## config.mk

```make
export PLATFORM = sky130hd
export DESIGN_NAME = vga_dither_pipe_flat
export DESIGN_NICKNAME = d
export VERILOG_FILES = /design/src/rtl/vga_dither_pkg.sv /design/src/rtl/vga_dither_pipe_if.sv /design/src/rtl/vga_dither_pipe_quant.sv /design/src/rtl/vga_dither_pipe.sv /design/src/flat_wrapper.sv
export SDC_FILE = /design/constraint.sdc
export NUM_CORES = 1
export LEC_CHECK = 0
export CAP_MARGIN = 15
export CORE_ASPECT_RATIO = 1.25
export CORE_UTILIZATION = 41
export DETAILED_ROUTE_END_ITERATION = 10
export PLACE_DENSITY_LB_ADDON = 0.25
export REMOVE_ABC_BUFFERS = 1
export SLEW_MARGIN = 10
export SYNTH_ARGS = -nofsm -noshare
export SYNTH_HDL_FRONTEND = slang
export SYNTH_SLANG_ARGS = --single-unit
```

## constraint.sdc

```tcl
create_clock -name clk -period 3.31 [get_ports clk]
set_input_delay 0.662 -clock clk [delete_from_list [all_inputs] [get_ports clk]]
set_output_delay 0.662 -clock clk [all_outputs]
set_load 0.01 [all_outputs]
```

## src/rtl/vga_dither_pkg.sv

```systemverilog
// vga_dither_pkg: mode encodings and Bayer threshold generator for the dither pipe
package vga_dither_pkg;
  localparam logic [1:0] MODE_TRUNC    = 2'd0;
  localparam logic [1:0] MODE_SPATIAL  = 2'd1;
  localparam logic [1:0] MODE_TEMPORAL = 2'd2;
  localparam logic [1:0] MODE_THRESH   = 2'd3;
  localparam int MAX_K = 3;
  // Bit pairs {bx[j], bi[j]} are shifted in LSB-first, so j=0 ends up in the top pair.
  function automatic logic [2*MAX_K-1:0] bayer_thresh(input logic [MAX_K-1:0] bi,
                                                       input logic [MAX_K-1:0] by,
                                                       input int k);
    logic [MAX_K-1:0] bx, b;
    logic [2*MAX_K-1:0] t;
    bx = bi ^ by;
    b  = bi;
    t  = '0;
    for (int j = 0; j < MAX_K; j++)
      if (j < k) begin
        t  = {t[2*MAX_K-3:0], bx[0], b[0]};
        bx = bx >> 1;
        b  = b >> 1;
      end
    return t;
  endfunction
endpackage

```

## src/rtl/vga_dither_pipe_if.sv

```systemverilog
// vga_dither_pipe_if: pixel-in / pixel-out bundle between palette logic and the pins
interface vga_dither_pipe_if #(
  parameter int IN_W       = 5,
  parameter int OUT_W      = 2,
  parameter int BAYER_LOG2 = 2
);
  logic [IN_W-1:0]       in_r, in_g, in_b;
  logic                  in_active, in_hsync, in_vsync;
  logic [BAYER_LOG2-1:0] in_x, in_y;
  logic [1:0]            mode;
  logic [OUT_W-1:0]      out_r, out_g, out_b;
  logic                  out_hsync, out_vsync;
  modport master (
    output in_r, in_g, in_b, in_active, in_hsync, in_vsync, in_x, in_y, mode,
    input  out_r, out_g, out_b, out_hsync, out_vsync
  );
  modport slave (
    input  in_r, in_g, in_b, in_active, in_hsync, in_vsync, in_x, in_y, mode,
    output out_r, out_g, out_b, out_hsync, out_vsync
  );
endinterface

```

## src/rtl/vga_dither_pipe_quant.sv

```systemverilog
// dither_quant: one channel's threshold-biased rescale to OUT_W bits with clamp
module dither_quant #(
  parameter int IN_W  = 5,
  parameter int OUT_W = 2,
  parameter int T     = 4
) (
  input  logic [IN_W-1:0]  v,
  input  logic [T-1:0]     t,
  output logic [OUT_W-1:0] q
);
  localparam int AW = IN_W + OUT_W + T + 1;
  localparam logic [AW-1:0] L = AW'((1 << OUT_W) - 1);
  logic [AW-1:0] vp, acc, lvl;
  // v' stretches full-scale input to exactly 2^IN_W so the top code maps to L
  always_comb begin
    vp  = AW'(v) + AW'(v >> (IN_W - 1));
    acc = ((vp * L) << T) + (AW'(t) << IN_W);
    lvl = acc >> (IN_W + T);
    q   = lvl > L ? OUT_W'(L) : OUT_W'(lvl);
  end
endmodule

```

## src/rtl/vga_dither_pipe.sv

```systemverilog
// vga_dither_pipe: two-stage ordered-dither output stage with aligned sync delay
module vga_dither_pipe
  import vga_dither_pkg::*;
#(
  parameter int IN_W       = 5,
  parameter int OUT_W      = 2,
  parameter int BAYER_LOG2 = 2
) (
  input logic clk,
  input logic rst_n,
  vga_dither_pipe_if.slave px
);
  localparam int K = BAYER_LOG2;
  localparam int T = 2 * K;
  logic             vs_q, frame_ev, ox, oy, act1, hs1, vs1;
  logic [1:0]       frame, mode_q, mode1;
  logic [T-1:0]     t0, t1;
  logic [IN_W-1:0]  r1, g1, b1;
  logic [OUT_W-1:0] qr, qg, qb, tv;
  assign frame_ev = px.in_vsync & ~vs_q;
  assign ox = (mode_q == MODE_TEMPORAL) & frame[0];
  assign oy = (mode_q == MODE_TEMPORAL) & frame[1];
  assign t0 = T'(bayer_thresh(MAX_K'(px.in_x ^ {K{ox}}), MAX_K'(px.in_y ^ {K{oy}}), K));
  assign tv = OUT_W'(t1 >> (T - OUT_W));
  function automatic logic [OUT_W-1:0] pick(input logic [IN_W-1:0] v, input logic [OUT_W-1:0] q);
    return !act1 ? '0 : mode1 == MODE_TRUNC ? OUT_W'(v >> (IN_W - OUT_W)) : mode1 == MODE_THRESH ? tv : q;
  endfunction
  // Frame counter and mode only move on a vsync rising edge
  always_ff @(posedge clk or negedge rst_n)
    if (!rst_n) begin
      vs_q   <= 1'b0;
      frame  <= '0;
      mode_q <= MODE_TRUNC;
    end else begin
      vs_q <= px.in_vsync;
      if (frame_ev) begin
        frame  <= frame + 2'd1;
        mode_q <= px.mode;
      end
    end
  // Stage 1: capture pixel, syncs, threshold and the mode it was computed under
  always_ff @(posedge clk or negedge rst_n)
    if (!rst_n) begin
      {r1, g1, b1} <= '0;
      {act1, hs1, vs1} <= '0;
      t1    <= '0;
      mode1 <= MODE_TRUNC;
    end else begin
      r1    <= px.in_r;
      g1    <= px.in_g;
      b1    <= px.in_b;
      act1  <= px.in_active;
      hs1   <= px.in_hsync;
      vs1   <= px.in_vsync;
      t1    <= t0;
      mode1 <= mode_q;
    end
  dither_quant #(.IN_W(IN_W), .OUT_W(OUT_W), .T(T)) u_qr (.v(r1), .t(t1), .q(qr));
  dither_quant #(.IN_W(IN_W), .OUT_W(OUT_W), .T(T)) u_qg (.v(g1), .t(t1), .q(qg));
  dither_quant #(.IN_W(IN_W), .OUT_W(OUT_W), .T(T)) u_qb (.v(b1), .t(t1), .q(qb));
  // Stage 2: mode select and blanking; syncs pass ungated
  always_ff @(posedge clk or negedge rst_n)
    if (!rst_n) begin
      px.out_r     <= '0;
      px.out_g     <= '0;
      px.out_b     <= '0;
      px.out_hsync <= 1'b0;
      px.out_vsync <= 1'b0;
    end else begin
      px.out_r     <= pick(r1, qr);
      px.out_g     <= pick(g1, qg);
      px.out_b     <= pick(b1, qb);
      px.out_hsync <= hs1;
      px.out_vsync <= vs1;
    end
endmodule
```

## src/flat_wrapper.sv

```systemverilog
// flat-port wrapper written by rule: the top's interface ports become plain ports
module vga_dither_pipe_flat import vga_dither_pkg::*;
#(
  parameter int IN_W       = 5,
  parameter int OUT_W      = 2,
  parameter int BAYER_LOG2 = 2
)
  (clk, rst_n, px_in_r, px_in_g, px_in_b, px_in_active, px_in_hsync, px_in_vsync, px_in_x, px_in_y, px_mode, px_out_r, px_out_g, px_out_b, px_out_hsync, px_out_vsync);
  vga_dither_pipe_if #(.IN_W(IN_W), .OUT_W(OUT_W), .BAYER_LOG2(BAYER_LOG2)) px_i ();
  input logic clk;
  input logic rst_n;
  input wire logic [$bits(px_i.in_r)-1:0] px_in_r;
  input wire logic [$bits(px_i.in_g)-1:0] px_in_g;
  input wire logic [$bits(px_i.in_b)-1:0] px_in_b;
  input wire logic [$bits(px_i.in_active)-1:0] px_in_active;
  input wire logic [$bits(px_i.in_hsync)-1:0] px_in_hsync;
  input wire logic [$bits(px_i.in_vsync)-1:0] px_in_vsync;
  input wire logic [$bits(px_i.in_x)-1:0] px_in_x;
  input wire logic [$bits(px_i.in_y)-1:0] px_in_y;
  input wire logic [$bits(px_i.mode)-1:0] px_mode;
  output wire logic [$bits(px_i.out_r)-1:0] px_out_r;
  output wire logic [$bits(px_i.out_g)-1:0] px_out_g;
  output wire logic [$bits(px_i.out_b)-1:0] px_out_b;
  output wire logic [$bits(px_i.out_hsync)-1:0] px_out_hsync;
  output wire logic [$bits(px_i.out_vsync)-1:0] px_out_vsync;
  assign px_i.in_r = px_in_r;
  assign px_i.in_g = px_in_g;
  assign px_i.in_b = px_in_b;
  assign px_i.in_active = px_in_active;
  assign px_i.in_hsync = px_in_hsync;
  assign px_i.in_vsync = px_in_vsync;
  assign px_i.in_x = px_in_x;
  assign px_i.in_y = px_in_y;
  assign px_i.mode = px_mode;
  assign px_out_r = px_i.out_r;
  assign px_out_g = px_i.out_g;
  assign px_out_b = px_i.out_b;
  assign px_out_hsync = px_i.out_hsync;
  assign px_out_vsync = px_i.out_vsync;
  vga_dither_pipe #(.IN_W(IN_W), .OUT_W(OUT_W), .BAYER_LOG2(BAYER_LOG2)) u_core (.clk(clk), .rst_n(rst_n), .px(px_i));
endmodule
```

Yosys cells after proc, flatten, opt, wreduce, memory -nomap -nowiden
Index checks and enable logic that the tools add are counted.

$add $sub $neg: 7. $mul: 3. $lt $le $gt $ge: 3. Equal/unequal tests: 2. Muxes and demuxes: 12. Bitwise gates (word level): 7. Reduce and logical (&&, ||, !) cells: 1.

Operator list (number): $add A12 B9 Y12 (3); $mul A6 B2 Y8 const B (3); $mux W2 (12); $add A5 B1 Y6 (3); $gt A3 B2 Y1 const B (3); $xor A2 B2 Y2 (3); $eq A2 B2 Y1 const B (2); $and A1 B1 Y1 (3); $add A2 B1 Y2 const B (1); $logic_not A2 Y1 (1); $not A1 Y1 (1).

Register bits after elaboration: 36. Bits of input ports: 26. Output and inout port bits: 8. Word-level logic and storage cells: 50.

Logic depth before layout (Yosys ltp)
Gate-level depths: netlist of the first run.

Depth in word-level cells: 8. Mapped depth: 13. Mapped depth without buffers: 13.

By module
A second synthesis of the first run with hierarchy kept.

Cell total of the unflattened synthesis: 285. Area, all modules: 2889.0 µm².

By module, submodules not included: vga_dither_pipe (instances 1, cells an instance 78, area each 1275.0 µm², sequential area each 900.9 µm²); dither_quant (u_core.u_qb ...) (instances 2, cells an instance 68, area each 520.5 µm², sequential area each 0.0 µm²); dither_quant (u_core.u_qr) (instances 1, cells an instance 71, area each 573.0 µm², sequential area each 0.0 µm²).

Worst setup path before layout of the first run
OpenSTA, ideal clock, no wires.

Path type: register to register. From: reg u_core.b1[0]. To: reg u_core.px.out_b[0]. Library setup time: 0.128 ns. Arrival: 2.891 ns. Data required time: 3.182 ns. Path slack: 0.291 ns. Cell stages (with the launch flop): 13. Buffers on the path: 0. Period minus slack after synthesis: 3.019 ns. Path through: dfrtp_1 ha_1 ha_1 xor2_1 fa_1 ha_1 a31o_2 a21o_1 a21oi_1 and4_2 o21a_1 o32ai_1 o311a_2.

Longest elaborated chain between the ends: 8.

RTL lines: from (decl) (RTL line vga_dither_pipe.sv:18) `logic [IN_W-1:0] r1, g1, b1;`; from (signal assigned) (RTL line vga_dither_pipe.sv:51) `b1 <= px.in_b;`; $add A5 B1 Y6 * (RTL line vga_dither_pipe_quant.sv:16) `vp = AW'(v) + AW'(v >> (IN_W - 1));`; $mul A6 B2 Y8 * (RTL line vga_dither_pipe_quant.sv:17) `acc = ((vp * L) << T) + (AW'(t) << IN_W);`; $add A12 B9 Y12 * (RTL line vga_dither_pipe_quant.sv:17); $gt A3 B2 Y1 (RTL line vga_dither_pipe_quant.sv:19) `q = lvl > L ? OUT_W'(L) : OUT_W'(lvl);`; $mux W2 * (RTL line vga_dither_pipe_quant.sv:19); $mux W2 * (3 in a row) (RTL line vga_dither_pipe.sv:26) `return !act1 ? '0 : mode1 == MODE_TRUNC ? OUT_W'(v >> (IN_W - OUT_W)) : mode1 == MODE_THRESH ? tv : q;`; to (signal assigned) (RTL line vga_dither_pipe.sv:72) `px.out_b <= pick(b1, qb);`; to (decl) (RTL line vga_dither_pipe_if.sv:19) `output out_r, out_g, out_b, out_hsync, out_vsync`.

Mark *: on every way between the ends. The rest lies on a longest branch, timed or not. A chain may end at the register's enable or synchronous reset.

Worst setup path after layout of the first run
From: reg u_core.r1[0]. To: reg u_core.px.out_r[0].

Longest elaborated chain between the ends: 8.

RTL lines: from (decl) (RTL line vga_dither_pipe.sv:18); from (signal assigned) (RTL line vga_dither_pipe.sv:49) `r1 <= px.in_r;`; $add A5 B1 Y6 * (RTL line vga_dither_pipe_quant.sv:16); $mul A6 B2 Y8 * (RTL line vga_dither_pipe_quant.sv:17); $add A12 B9 Y12 * (RTL line vga_dither_pipe_quant.sv:17); $gt A3 B2 Y1 (RTL line vga_dither_pipe_quant.sv:19); $mux W2 * (RTL line vga_dither_pipe_quant.sv:19); $mux W2 * (3 in a row) (RTL line vga_dither_pipe.sv:26); to (signal assigned) (RTL line vga_dither_pipe.sv:70) `px.out_r <= pick(r1, qr);`; to (decl) (RTL line vga_dither_pipe_if.sv:19).

Marks and branches as above.

==> impl_metrics.env, run 1 <==
export IMPL_status="completed"
export IMPL_tritoncts="built"
export IMPL_min_period_ns=3.16
export IMPL_hold_class="reg2reg"
export IMPL_grt_pass1_vias=2152
export IMPL_worstPathMaxFanout=4
export IMPL_drive_above_1_share_pct=14.1
export IMPL_grt_overflow_total=0
export IMPL_detail_route_wirelength_mm=5.50
export IMPL_drc_errors=0
export IMPL_ys_top_cells_by_area="dfrtp_1 33%, ha_1 16%, xnor2_1 6.7%, xor2_1 4.1%, a21o_1 3.3%"
export IMPL_period_share_pct=95.5
export IMPL_yosysSeqAreaShare_pct=32.6
export IMPL_routed_via_density=5.41
export IMPL_use_met1_pct=21.2
export IMPL_setup_viol=0
export IMPL_synth_avg_cell_area_um2=10.2
export IMPL_p_leak_nw=1.49
export IMPL_n_antenna_cell=0
export IMPL_place_hpwl_mm=4.27
export IMPL_clk_latency_ns=0.29
export IMPL_fin_tns_setup_ns=0
export IMPL_cts_buffers=5
export IMPL_synth_async_reset_ratio_pct=100
export IMPL_syn_to_final_growth_pct=21.8
export IMPL_total_power_mw=1.54
export IMPL_first_iter_violations=52
export IMPL_critPathMaxStageDelay_ns=0.56
export IMPL_grtUsageMet3_pct=2.68
export IMPL_clock_root_buffer="clkbuf_8"
export IMPL_critPathKind="reg2reg"
export IMPL_yosysUniqueCellTypes=49
export IMPL_start_kind="flip-flop"
export IMPL_ir_worst_vdd_mv=0.348
export IMPL_synth_edf_count=0
export IMPL_cp_cell_sequence="ha_1 > ha_1 > xor2_2 > fa_1 > ha_1 > a31o_2 > a21o_1 > a21oi_1 > and4_1 > o21a_1 > o32ai_1 > o311a_1"
export IMPL_nets=375
export IMPL_cellPowerDensity_nw_per_um2=457
export IMPL_finalHoldViolations=0
export IMPL_worst_setup_path_end_kind="flip-flop"
export IMPL_die_area_um2=7080
export IMPL_grt_busiest_layer="met2"
export IMPL_grt_start_max_net_pins=37
export IMPL_path_clk_slew_ns=0.08
export IMPL_synth_cells=272
export IMPL_track_usage_pct=17.1
export IMPL_synth_seq_cells=36
export IMPL_synth_area_um2=2770
export IMPL_vias=2154
export IMPL_final_antenna_net_count=0
export IMPL_arrival_ns=3.33
export IMPL_fin_skew_ns=0.00907
export IMPL_clk_path_buf_depth=2
export IMPL_routedWlPerCell_um=13.8
export IMPL_core_um2=6520
export IMPL_globalRouteMet2Util_pct=29.7
export IMPL_gp_congestion=0.801
export IMPL_drv_cap=0
export IMPL_cp_common_cell="ha_1"
export IMPL_slew_headroom_pct=46.9
export IMPL_grt_pass1_wl_mm=9.25
export IMPL_port_buffers=33
export IMPL_worstMarginPinSlew_ns=0.797
export IMPL_start_util_pct=42.4
export IMPL_io_pins=34
export IMPL_slew_viol_final=0
export IMPL_yosysTopAreaCell="dfrtp_1"
export IMPL_cp_required_ns=3.48
export IMPL_htree_levels=2
export IMPL_ys_warn_count=0
export IMPL_fillerInstances=630
export IMPL_fmax_ghz=0.316
export IMPL_slowest_stage="fa_1"
export IMPL_die_width_um=75.5
export IMPL_die_height_um=93.8
export IMPL_drtPass1Iterations=4
export IMPL_synth_flop_cell="dfrtp_1"
export IMPL_grt_antenna_before_repair=0
export IMPL_synth_top_area_share_pct=32.6
export IMPL_cts_sinks=36
export IMPL_num_rows=33
[repair_timing]
| action | in CTS | in global routing |
|---|---|---|
| gates resized for setup | 0 | 16 |
| buffers inserted | 0 | 0 |
| setup endpoints to repair | 0 | 6 |
| hold buffers | 0 | 0 |
[kinds of logic (layout without fill, tap and decap cells)]
group                      after synthesis  after routing  synth area share, %
and+or+nand+nor                         77             77                 15.7
xor gates and xnor gates                34             34                 10.8
AOI/OAI and AO/OA                       65             65                 18.1
muxes                                    5              5                 2.04
adders and majority gates               39             39                 18.5
DFF                                     36             36                 32.6
buffers and inverters                   16             55                 2.35
[registers in the layout, indices dropped and copies added, names as in the netlist]
name / count
u_core.t1: 4
u_core.hs1: 1
u_core.px.out_vsync: 1
u_core.px.out_hsync: 1
u_core.b1: 5
u_core.mode_q: 2
u_core.r1: 5
u_core.mode1: 2
u_core.px.out_r: 2
u_core.px.out_b: 2
u_core.frame: 2
u_core.vs_q: 1
u_core.act1: 1
u_core.g1: 5
u_core.px.out_g: 2
[cells in the mapped netlist, types with 5 or more instances]
master	number
nand2_1	14
ha_1	36
and3_1	9
xnor2_1	21
inv_1	10
nand3_1	15
nor2b_1	5
a21o_1	12
nor3_1	5
nor2_1	6
dfrtp_1	36
a21oi_1	12
xor2_1	13
a31o_2	8
[final timing paths]
kind                                        to  slack (ns)  cells after the start          from
min in group asynchronous         u_core.b1[4]        0.45                      1         rst_n
max                         u_core.px.out_r[0]        0.15                     12  u_core.r1[0]
min                        u_core.px.out_hsync        0.36                      0    u_core.hs1
max in group asynchronous   u_core.px.out_r[0]        2.36                      1         rst_n
max reg2reg                 u_core.px.out_r[0]        0.15                     12  u_core.r1[0]
min reg2reg                u_core.px.out_hsync        0.36                      0    u_core.hs1
[where the power goes]
| part | total, mW | internal, mW | switching (mW) | leakage [nW] |
|---|---|---|---|---|
| clock | 0.323 | 0.149 | 0.174 | 0.0404 |
| sequential | 0.582 | 0.509 | 0.0727 | 0.427 |
| combinational | 0.635 | 0.338 | 0.297 | 1.02 |
[area by class of cell]
type	instances	area [um^2]	area share [%]
Timing Repair Buffer	37	355	10.5
Tap cell	87	109	3.23
Inverter	10	37.5	1.11
Clock buffer	5	68.8	2.04
Sequential cell	36	901	26.7
Multi-Input combinational cell	220	1870	55.6
Clock inverter	3	23.8	0.706
[per-stage QoR]
step / hold WS, ns / area (um^2) / instances / utilization, % / setup slack (ns)
after floorplan: 0.331 / 2740 / 266 / - / 0.182
after global placement: 0.336 / 3200 / 390 / 49.1 / 0.0627
after detailed placement: 0.347 / 3200 / 390 / 49.1 / 0.0527
after CTS: 0.366 / 3290 / 398 / 50.5 / 0.00233
after global routing: 0.368 / 3370 / 398 / 51.6 / -0.00945
final: 0.359 / 3370 / 398 / 51.6 / 0.150
[routing by layer]
| metal | vias up | part of all wire, % |
|---|---|---|
| li1 | 1089 | - |
| met1 | 1030 | 44 |
| met2 | 31 | 52 |
| met3 | 4 | 2.5 |
| met4 | 0 | 0.98 |
| met5 | - | 0 |
[critical path, delay by kind of cell (launching register included)]
family / cells / cell delay, ns
DFF: 1 / 0.39
adders and majority gates: 4 / 1.24
and+or+nand+nor: 1 / 0.23
AOI/OAI and AO/OA: 6 / 1.00
xor gates and xnor gates: 1 / 0.19
[placed cells by master (no fill, tap or decap), types with 4 or more instances in the layout]
cell             netlist  final
clkdlybuf4s50_1        0     32
a21o_1                12     12
and2_1                 4      4
ha_1                  36     33
nand3_1               15     14
buf_4                  0      4
o21a_1                 4      4
a31o_2                 8      8
inv_1                 10     10
xor2_1                13     10
nor2b_1                5      5
clkbuf_8               0      5
and3_1                 9      9
dfrtp_1               36     36
nand2_1               14     14
a21oi_1               12      9
nor3_1                 5      5
nor2_1                 6      6
xnor2_1               21     20
Note: power is estimated with default switching activity, not from simulation.
==> run 2, diff against run 1 <==
Settings changed: CORE_UTILIZATION 41 to 25, DONT_BUFFER_PORTS set to 1.
==> impl_metrics.env, run 2 (synthesis gave the netlist of run 1 again) <==
export IMPL_status="completed"
export IMPL_min_period_ns=3.14
export IMPL_grt_start_max_net_pins=37
export IMPL_cp_common_cell="ha_1"
export IMPL_final_util_pct=30.7
export IMPL_hold_class="in2async"
export IMPL_cts_buffers=5
export IMPL_grtUsageMet3_pct=2.72
export IMPL_core_um2=10700
export IMPL_final_antenna_net_count=0
export IMPL_arrival_ns=3.31
export IMPL_use_met1_pct=14.7
export IMPL_track_usage_pct=11.5
export IMPL_hold_buffers=0
export IMPL_fin_hold_ws_ns=0.0687
export IMPL_start_kind="flip-flop"
export IMPL_cts_sinks=36
export IMPL_die_height_um=120
export IMPL_critPathKind="reg2reg"
export IMPL_io_pins=34
export IMPL_ir_worst_vdd_mv=0.409
export IMPL_dp_slack_ns=0.0548
export IMPL_routedWlPerCell_um=14.5
export IMPL_globalRouteMet2Util_pct=18.9
export IMPL_path_clk_slew_ns=0.06
export IMPL_drc_errors=0
export IMPL_period_share_pct=94.9
export IMPL_p_leak_nw=1.46
export IMPL_die_area_um2=11500
export IMPL_fin_tns_setup_ns=0
export IMPL_cellPowerDensity_nw_per_um2=529
export IMPL_reg_top3="u_core.b1 (5), u_core.g1 (5), u_core.r1 (5)"
export IMPL_fmax_ghz=0.318
export IMPL_worstPathMaxFanout=4
export IMPL_vias=2098
export IMPL_fin_ws_ns=0.169
export IMPL_finalHoldViolations=0
export IMPL_cp_required_ns=3.47
export IMPL_slowest_stage="fa_1"
export IMPL_detail_route_wirelength_mm=6.10
export IMPL_worst_setup_path_end_kind="flip-flop"
export IMPL_first_iter_violations=75
export IMPL_setup_viol=0
export IMPL_fin_cells=420
export IMPL_tritoncts="built"
export IMPL_fin_skew_ns=0.00308
export IMPL_drv_cap=0
export IMPL_critPathMaxStageDelay_ns=0.45
export IMPL_place_area_um2=2990
export IMPL_total_power_mw=1.73
export IMPL_grt_antenna_before_repair=1
export IMPL_grt_pass1_wl_mm=10.3
export IMPL_gp_congestion=0.788
export IMPL_grt_overflow_total=0
export IMPL_layout_commonest_cell="dfrtp_1"
export IMPL_die_width_um=96.1
export IMPL_grt_pass1_vias=2150
export IMPL_grt_busiest_layer="met2"
export IMPL_cp_cell_sequence="ha_1 > ha_2 > xor2_1 > fa_1 > ha_1 > a31o_2 > a21o_1 > a21oi_1 > and4_1 > o21a_1 > o32ai_1 > o311a_1"
export IMPL_layout_common_cells="36 x dfrtp_1, 33 x ha_1, 19 x xnor2_1"
export IMPL_drive_above_1_share_pct=18.5
export IMPL_clk_path_buf_depth=2
export IMPL_worstMarginPinSlew_ns=0.429
export IMPL_stdcell_area_um2=3270
export IMPL_num_rows=42
export IMPL_place_hpwl_mm=4.82
export IMPL_routed_via_density=5.00
export IMPL_clock_root_buffer="clkbuf_16"
export IMPL_reg2reg_from="u_core.r1[4]"
export IMPL_syn_to_final_growth_pct=18.3
export IMPL_slew_headroom_pct=71.1
export IMPL_htree_levels=2
export IMPL_slew_viol_final=0
export IMPL_drtPass1Iterations=4
export IMPL_clk_latency_ns=0.28
export IMPL_port_buffers=0
export IMPL_critPathLaunch="u_core.r1[4]"
export IMPL_start_util_pct=25.9
export IMPL_dp_cells=409
export IMPL_nets=351
## run 2: worst max-delay path, delay by kind of cell (launching register included)
| kind | cells | cell delay [ns] |
|---|---|---|
| fa+ha+maj | 4 | 1.13 |
| compound gates | 6 | 0.97 |
| flops | 1 | 0.41 |
| xor+xnor | 1 | 0.29 |
| simple gates | 1 | 0.23 |
## run 2: area by class of cell
type	instances	area [um^2]
fill	1102	7400
multi-input combinational	220	1900
sequential	36	901
tap	132	165
clock buffer	5	125
timing repair buffer	13	97.6
clock inverter	3	46.3
inverter	10	37.5
antenna	1	2.50
## run 2: final timing paths
path | end | slack (ns) | depth (start not counted)
worst max register to register | u_core.px.out_r[0] | 0.17 | 12
worst max-delay path | u_core.px.out_r[0] | 0.17 | 12
min in group clk | u_core.px.out_hsync | 0.36 | 0
worst min-delay path | u_core.g1[1] | 0.07 | 0
max in group asynchronous | u_core.b1[4] | 3.15 | 0
worst min register to register | u_core.px.out_hsync | 0.36 | 0
## run 2: where the power goes
| part | internal [mW] | leakage (nW) | switching (mW) |
|---|---|---|---|
| sequential | 0.511 | 0.427 | 0.0929 |
| clock | 0.358 | 0.0804 | 0.197 |
| combinational | 0.299 | 0.949 | 0.272 |
| total | 1.17 | 1.46 | 0.562 |
## run 2: routing by layer
layer  vias up  part of all wire, %
met4         0                  1.3
met5         -                    0
li1       1047                    -
met2        38                   50
met1      1004                   45
met3         9                  4.0
## run 2: repair_timing
item | 4_1_cts | 5_1_grt
resized for setup | 0 | 18
buffers inserted | 0 | 2
setup endpoints to repair | 0 | 6
